## config.mk

```make
export PLATFORM = sky130hd
export DESIGN_NAME = channel_scheduler_flat
export DESIGN_NICKNAME = d
export VERILOG_FILES = /design/src/rtl/channel_scheduler_if.sv /design/src/rtl/channel_scheduler.sv /design/src/flat_wrapper.sv
export SDC_FILE = /design/constraint.sdc
export NUM_CORES = 1
export LEC_CHECK = 0
export ABC_AREA = 1
export CORE_MARGIN = 3
export CORE_UTILIZATION = 25
export CTS_BUF_LIST = sky130_fd_sc_hd__clkbuf_4
export DETAILED_ROUTE_END_ITERATION = 16
export DONT_BUFFER_PORTS = 1
export PLACE_DENSITY_LB_ADDON = 0.1
export RECOVER_POWER = 50
export SLEW_MARGIN = 10
export SYNTH_ARGS = -nofsm -noshare
export SYNTH_HDL_FRONTEND = slang
export SYNTH_SLANG_ARGS = --single-unit
```

## constraint.sdc

```tcl
create_clock -name clk_50 -period 2.1 [get_ports clk_50]
set_input_delay 0.525 -clock clk_50 [delete_from_list [all_inputs] [get_ports clk_50]]
set_output_delay 0.525 -clock clk_50 [all_outputs]
set_load 0.005 [all_outputs]
```

## src/rtl/channel_scheduler_if.sv

```systemverilog
// Requester/channel bus of channel_scheduler: request, data and accept strobes in,
// registered channel word out. The scheduler takes the slave modport.
interface channel_scheduler_if #(
  parameter int DATA_W = 16
);
  logic [2:0]          req;
  logic [3*DATA_W-1:0] data_in;
  logic [2:0]          ack;
  logic [DATA_W-1:0]   ch_data;
  logic                ch_valid;
  logic [1:0]          ch_src;
  logic                busy;

  modport master (
    output req, data_in,
    input  ack, ch_data, ch_valid, ch_src, busy
  );

  modport slave (
    input  req, data_in,
    output ack, ch_data, ch_valid, ch_src, busy
  );
endinterface

```

## src/rtl/channel_scheduler.sv

```systemverilog
// Three-requester burst scheduler feeding one channel (IDLE -> XFER -> GAP).
// Define CH_SCHED_PRIO_EN for fixed priority 0 > 1 > 2; default build is round-robin.
module channel_scheduler #(
  parameter int DATA_W    = 16,
  parameter int BURST_LEN = 4
) (
  input  logic                clk_50,
  input  logic                reset,
  channel_scheduler_if.slave  bus,
  output logic [1:0]          dbg_state,
  output logic [1:0]          dbg_rr
);
  // Handshake: a word moves when ack[i] is high (XFER, grant = i, req[i] = 1);
  // it appears on ch_data with ch_valid = 1 one cycle later, otherwise ch_valid = 0.
  typedef enum logic [1:0] {
    IDLE = 2'd0,
    XFER = 2'd1,
    GAP  = 2'd2
  } state_t;

  localparam logic [3:0] BURST_END = 4'(BURST_LEN);

  state_t            state;
  logic [1:0]        grant;
  logic [3:0]        beat;
  logic [3:0]        beat_next;
  logic [1:0]        winner;
  logic [1:0]        rr_after;
  logic              accept;
  logic [DATA_W-1:0] word;

`ifdef CH_SCHED_PRIO_EN
  always_comb begin
    winner = 2'd2;
    if (bus.req[1]) winner = 2'd1;
    if (bus.req[0]) winner = 2'd0;
  end

  assign dbg_rr = 2'd0;
`else
  logic [1:0] rr;
  logic [2:0] cand;
  logic       found;

  // Scan from rr upward, wrapping after requester 2.
  always_comb begin
    winner = 2'd0;
    found  = 1'b0;
    cand   = 3'd0;
    for (int k = 0; k < 3; k++) begin
      cand = 3'(rr) + 3'(k);
      if (cand >= 3'd3) cand = cand - 3'd3;
      if (!found && bus.req[cand[1:0]]) begin
        winner = cand[1:0];
        found  = 1'b1;
      end
    end
  end

  assign dbg_rr = rr;
`endif

  assign rr_after  = (grant == 2'd2) ? 2'd0 : grant + 2'd1;
  assign accept    = (state == XFER) && bus.req[grant];
  assign beat_next = beat + 4'd1;
  assign word      = bus.data_in[int'(grant)*DATA_W +: DATA_W];
  assign bus.ack   = accept ? (3'b001 << grant) : 3'b000;
  assign dbg_state = state;

  always_ff @(posedge clk_50 or negedge reset) begin
    if (!reset) begin
      state        <= IDLE;
      grant        <= 2'd0;
      beat         <= 4'd0;
      bus.ch_data  <= '0;
      bus.ch_valid <= 1'b0;
      bus.ch_src   <= 2'd0;
      bus.busy     <= 1'b0;
`ifndef CH_SCHED_PRIO_EN
      rr           <= 2'd0;
`endif
    end else begin
      bus.ch_valid <= accept;
      if (accept) begin
        bus.ch_data <= word;
        bus.ch_src  <= grant;
      end
      case (state)
        IDLE: begin
          if (|bus.req) begin
            state    <= XFER;
            grant    <= winner;
            beat     <= 4'd0;
            bus.busy <= 1'b1;
          end
        end
        XFER: begin
          if (accept) beat <= beat_next;
          // A dropped request ends the burst early without moving a word.
          if (!accept || beat_next == BURST_END) begin
            state <= GAP;
`ifndef CH_SCHED_PRIO_EN
            rr    <= rr_after;
`endif
          end
        end
        GAP: begin
          state    <= IDLE;
          bus.busy <= 1'b0;
        end
        default: begin
          state    <= IDLE;
          bus.busy <= 1'b0;
        end
      endcase
    end
  end

`ifdef CH_SCHED_PRIO_EN
  logic unused_rr_after;
  assign unused_rr_after = ^rr_after;
`endif
endmodule

```

## src/flat_wrapper.sv

```systemverilog
// flat-port wrapper written by rule: the top's interface ports become plain ports
module channel_scheduler_flat 
#(
  parameter int DATA_W    = 16,
  parameter int BURST_LEN = 4
)
  (clk_50, reset, dbg_state, dbg_rr, bus_req, bus_data_in, bus_ack, bus_ch_data, bus_ch_valid, bus_ch_src, bus_busy);
  channel_scheduler_if #(.DATA_W(DATA_W)) bus_i ();
  input  logic clk_50;
  input  logic reset;
  output logic [1:0] dbg_state;
  output logic [1:0] dbg_rr;
  input wire logic [$bits(bus_i.req)-1:0] bus_req;
  input wire logic [$bits(bus_i.data_in)-1:0] bus_data_in;
  output wire logic [$bits(bus_i.ack)-1:0] bus_ack;
  output wire logic [$bits(bus_i.ch_data)-1:0] bus_ch_data;
  output wire logic [$bits(bus_i.ch_valid)-1:0] bus_ch_valid;
  output wire logic [$bits(bus_i.ch_src)-1:0] bus_ch_src;
  output wire logic [$bits(bus_i.busy)-1:0] bus_busy;
  assign bus_i.req = bus_req;
  assign bus_i.data_in = bus_data_in;
  assign bus_ack = bus_i.ack;
  assign bus_ch_data = bus_i.ch_data;
  assign bus_ch_valid = bus_i.ch_valid;
  assign bus_ch_src = bus_i.ch_src;
  assign bus_busy = bus_i.busy;
  channel_scheduler #(.DATA_W(DATA_W), .BURST_LEN(BURST_LEN)) u_core (.clk_50(clk_50), .reset(reset), .bus(bus_i), .dbg_state(dbg_state), .dbg_rr(dbg_rr));
endmodule
```

# Yosys cells after proc, flatten, opt, wreduce, memory -nomap -nowiden

Index checks and enable logic that the tools add are counted.

Register bits: 30
Bits of input ports: 53
Output and inout port bits: 27
Word-level logic and storage cells: 72

Add/subtract/negate cells: 7
Magnitude comparators: 7
Equality and inequality tests: 6
Shifts and indexed selects: 2
Multiplexer cells: 26
Bitwise operators: 1
Reduce and logical (&&, ||, !) cells: 15

Operator list:

| kind                                                               | count |
|---|---|
| variable part select 48 x 7 -> 16 bit                              | 1 |
| 2-to-1 mux 2 bit                                                   | 9 |
| less-than comparator 2 x 3 -> 1 bit (second input constant)        | 4 |
| binary-select mux 1 bit (select 2 bit)                             | 4 |
| 2-to-1 mux 4 bit                                                   | 2 |
| one-hot mux 4 bit (2 select lines)                                 | 1 |
| AND reduction 2 bit                                                | 4 |
| 2-to-1 mux 1 bit                                                   | 7 |
| greater-or-equal comparator 3 x 2 -> 1 bit (second input constant) | 2 |
| subtractor 2 bit (second input constant)                           | 3 |
| adder 4 x 1 -> 4 bit (second input constant)                       | 1 |
| == test 4 x 3 -> 1 bit (second input constant)                     | 1 |
| inequality test 2 x 1 -> 1 bit (second input constant)             | 2 |
| one-hot mux 2 bit (2 select lines)                                 | 1 |
| adder 2 x 1 -> 3 bit (second input constant)                       | 1 |
| adder 2 x 2 -> 3 bit (second input constant)                       | 1 |
| logical AND 1 bit                                                  | 3 |
| zero test 1 bit                                                    | 3 |
| 2-to-1 mux 3 bit                                                   | 1 |
| AND reduction 3 bit                                                | 1 |
| OR reduction 3 bit                                                 | 1 |
| left shift 1 x 2 -> 3 bit (first input constant)                   | 1 |
| adder 2 x 1 -> 2 bit (second input constant)                       | 1 |
| == test 2 x 1 -> 1 bit (second input constant)                     | 1 |
| other kinds (8)                                                    | 8 |

# Depth between registers and ports, before layout

Depth after elaboration: 11
Depth in mapped cells: 11
Depth with buffers taken out: 10

# Worst setup path after synthesis

Ideal clock, no wire load.

Path type: reg-to-output
Start point: register u_core.grant[1]
End point: output bus_ack[0]
Data arrival time: 1.187 ns
Required time: 1.575 ns
Setup slack: 0.388 ns
Stages on the path, launching flop included: 8
Path buffers: 2
Path through: dfrtp_1 buf_6 nor2_2 nand2_1 nand3_2 nand2_4 buf_2 nor3_2

Cells in the longest elaborated chain, start to end: 4

RTL lines:

| element                                | RTL line                | source |
|---|---|---|
| start, declared                        | channel_scheduler.sv:24 | `logic [1:0] grant;` |
| start signal, assigned                 | channel_scheduler.sv:92 | `grant <= winner;` |
| binary-select mux 1 bit (select 2 bit) | channel_scheduler.sv:64 | `assign accept = (state == XFER) && bus.req[grant];` |
| 2-to-1 mux 1 bit (implied by the code) | channel_scheduler.sv:64 |  |
| logical AND 1 bit                      | channel_scheduler.sv:64 |  |
| 2-to-1 mux 3 bit *                     | channel_scheduler.sv:67 | `assign bus.ack = accept ? (3'b001 << grant) : 3'b000;` |
| end, declared                          | flat_wrapper.sv:15      | `output wire logic [$bits(bus_i.ack)-1:0] bus_ack;` |

Every way passes the cells marked *; elsewhere a longest branch is shown, timed or not. The select of a mux whose other input is x is not followed.

# Final worst setup path

Start point: register u_core.grant[1]
End point: output bus_ack[2]

Same word-level chain as after synthesis.

==> flow_metrics.tcl <==
set metrics [dict create \
    cts_made_buffers 5 \
    netlist_instances 247 \
    cap_viol_max_count 0 \
    yosysWarnings 0 \
    ys_ff_latch 30 \
    cts_tree "done" \
    clk_path_buf_depth 2 \
    critPathArrivalTime_ns 1.49 \
    synth_xor_area_frac 0.00981 \
    hold_ws_ns 0.367 \
    clock_latency_ns 0.33 \
    clock-root-buffer "clkbuf_4" \
    routedWlPerCell_um 14.0 \
    synthAdderAreaFrac 0.0350 \
    worstPathRequired_ns 1.57 \
    setup_violations 0 \
    pwr_density_cell_nw_per_um2 1500 \
    syn2layout_area_growth_pct 15.6 \
    ys.flop_type "dfrtp_1" \
    port-buffer-count 0 \
    num_vias 1570 \
    rows 30 \
    fmax_mhz 497 \
    viasPerCell 4.39 \
    cp_cell_sequence "nor2_2, nand2_1, nand3_4, nand2_8, inv_12, nand2_1, inv_1" \
    synth_edf_count 0 \
    final_antenna_net_count 0 \
    synth_top_family_by_area "simple AND/OR/NAND/NOR gates" \
    start_util 0.260 \
    min_period_ns 2.01 \
    critPathMaxFanout 8 \
    ir_worst_vdd_mv 0.363 \
    grt_max_degree 31 \
    synthDistinctLibCells 24 \
    synth-simple-area-share 0.398 \
    firstDrtPassIters 4 \
    synth-compound-area-share 0.0582 \
    drive_gt1_frac 0.149 \
    gr-total-overflow 0 \
    grt_pass1_vias 1477 \
    h-tree-depth 2 \
    clk_pin_slew_ns 0.10 \
    critPathLaunchType "flip-flop" \
    final.setup.tns_ns 0 \
    n_antenna_cell 0 \
    grt_usage 0.124 \
    design.core.area_um2 6870 \
    p_leak_uw 0.00108 \
    fin_skew_ns 0.00266 \
    drt_iter0_drc 85 \
    place_inst 342 \
    grt_first_pass_wirelength_um 8000 \
    antenna_found_initial 0 \
    endpoint_kind "output port" \
    slowest_delay_ns 0.46 \
    final_max_slew_viol_count 0 \
    fillers 743 \
    boundaryPins 80 \
    cp_slowest_cell "dfrtp_2" \
    synthMuxAreaShare 0 \
    postSynthNetCount 305 \
    status "finished clean" \
    die_h_um 90.5 \
    crit_path_frequent_cell "nand2_1" \
    tightest_slew_ns 0.770 \
    hp-class "primary input to flip-flop" \
    die_w_um 90.5 \
    cts.sinks 30 \
    async_reset_ff_frac 1.00 \
    nets 319 \
    gp_congestion 0.719 \
    synth.avg_cell_area_um2 7.23 \
    syn_area_um2 1790 \
    slew_headroom 0.487 \
    drt_wl_total_um 5000 \
    period_share 0.958 \
    die_area_um2 8190 \
    finalNonFillerCells 358 \
    hold_viol_final 0 \
    hpwl_um 3620 \
    seq_area_frac_synth 0.420 \
    drc 0 \
    design_area_um2 2060 \
    dpl-instance-area_um2 1900 \
    worstSetupPathType "flip-flop to output port" \
]
[state kept, by name, summed over array words and instances, names as in the netlist]
name	count
u_core.dbg_rr	2
u_core.bus.busy	1
u_core.beat	4
u_core.bus.ch_data	16
u_core.grant	2
u_core.bus.ch_valid	1
u_core.bus.ch_src	2
u_core.dbg_state	2
[routing by layer]
| layer | part of all wire | track usage | vias to the layer above |
|---|---|---|---|
| met3 | 0.066 | 0.0367 | 4 |
| met4 | 0.0092 | 0.0421 | 0 |
| met5 | 0 | 0 | - |
| li1 | - | - | 813 |
| met2 | 0.47 | 0.193 | 51 |
| met1 | 0.45 | 0.163 | 702 |
[cells in the final DEF (no fill, tap or decap), types with 3 or more instances in the layout]
master / synthesis / routed
nand2_1: 112 / 112
nand3_1: 34 / 34
dfrtp_1: 30 / 28
inv_1: 14 / 14
buf_4: 0 / 14
a21oi_1: 9 / 9
o21ai_1: 6 / 6
ha_1: 5 / 5
clkbuf_4: 0 / 5
o21ai_0: 4 / 4
nand2_2: 3 / 3
nor2_1: 3 / 3
[worst max-delay path, delay by kind of cell (launching register included)]
kind                   cells  cell delay (ns)
DFF                        1             0.46
and+or+nand+nor            5             0.54
buffers and inverters      2             0.15
[synth_stat cells, drive strengths merged (2+ instances only)]
cell / instances / area share
inv: 18 / 0.039
nor3: 3 / 0.011
ha: 5 / 0.035
nand3: 35 / 0.10
buf: 9 / 0.039
o21ai: 10 / 0.028
dfrtp: 30 / 0.42
nand2: 116 / 0.25
a21oi: 9 / 0.025
nor2: 7 / 0.026
xor2: 2 / 0.0098
[path summary, 6_finish.rpt]
check / start / end / slack, ns / cells after the start
worst max-delay path: u_core.grant[1] / bus_ack[2] / 0.09 / 7
worst min-delay path: bus_data_in[42] / u_core.bus.ch_data[10] / 0.37 / 2
worst max register to register: u_core.dbg_rr[1] / u_core.grant[1] / 0.41 / 9
worst min register to register: u_core.bus.ch_src[0] / u_core.bus.ch_src[0] / 0.52 / 2
max in group asynchronous: reset / u_core.grant[1] / 0.76 / 2
min in group asynchronous: reset / u_core.bus.busy / 0.80 / 2
[final cells by class]
cell class / count / area [um2] / share of cell area
Multi-Input combinational cell: 190 / 911 / 0.441
Tap cell: 96 / 120 / 0.0582
Sequential cell: 30 / 753 / 0.365
Clock inverter: 3 / 40.0 / 0.0194
Inverter: 18 / 82.6 / 0.0400
Timing Repair Buffer: 16 / 120 / 0.0582
Clock buffer: 5 / 37.5 / 0.0182
[metrics by stage]
step,power (uW),util,setup WS (ns)
finish,3100,0.301,0.0876
global placement,2540,0.276,0.243
floorplan,2150,-,0.388
CTS,3110,0.298,0.0357
detailed placement,2530,0.276,0.198
global route,3410,0.301,-0.00877
[where the power goes]
group / switching (uW) / internal (uW)
clock: 223 / 246
combinational: 996 / 593
sequential: 226 / 815
total: 1440 / 1650
[repair_timing]
item,in CTS,in global routing
pin swaps,1,0
hold endpoints to repair,30,0
hold buffers,2,0
gates resized for setup,6,2
setup buffers,3,3
endpoints found under the setup margin,2,2
[kinds of logic after synthesis]
group           after synthesis
fa+ha+maj                     5
simple gates                163
buf+inv                      27
compound gates               20
xor+xnor                      2
flops                        30
No activity file was read; power rests on OpenSTA's default activity.
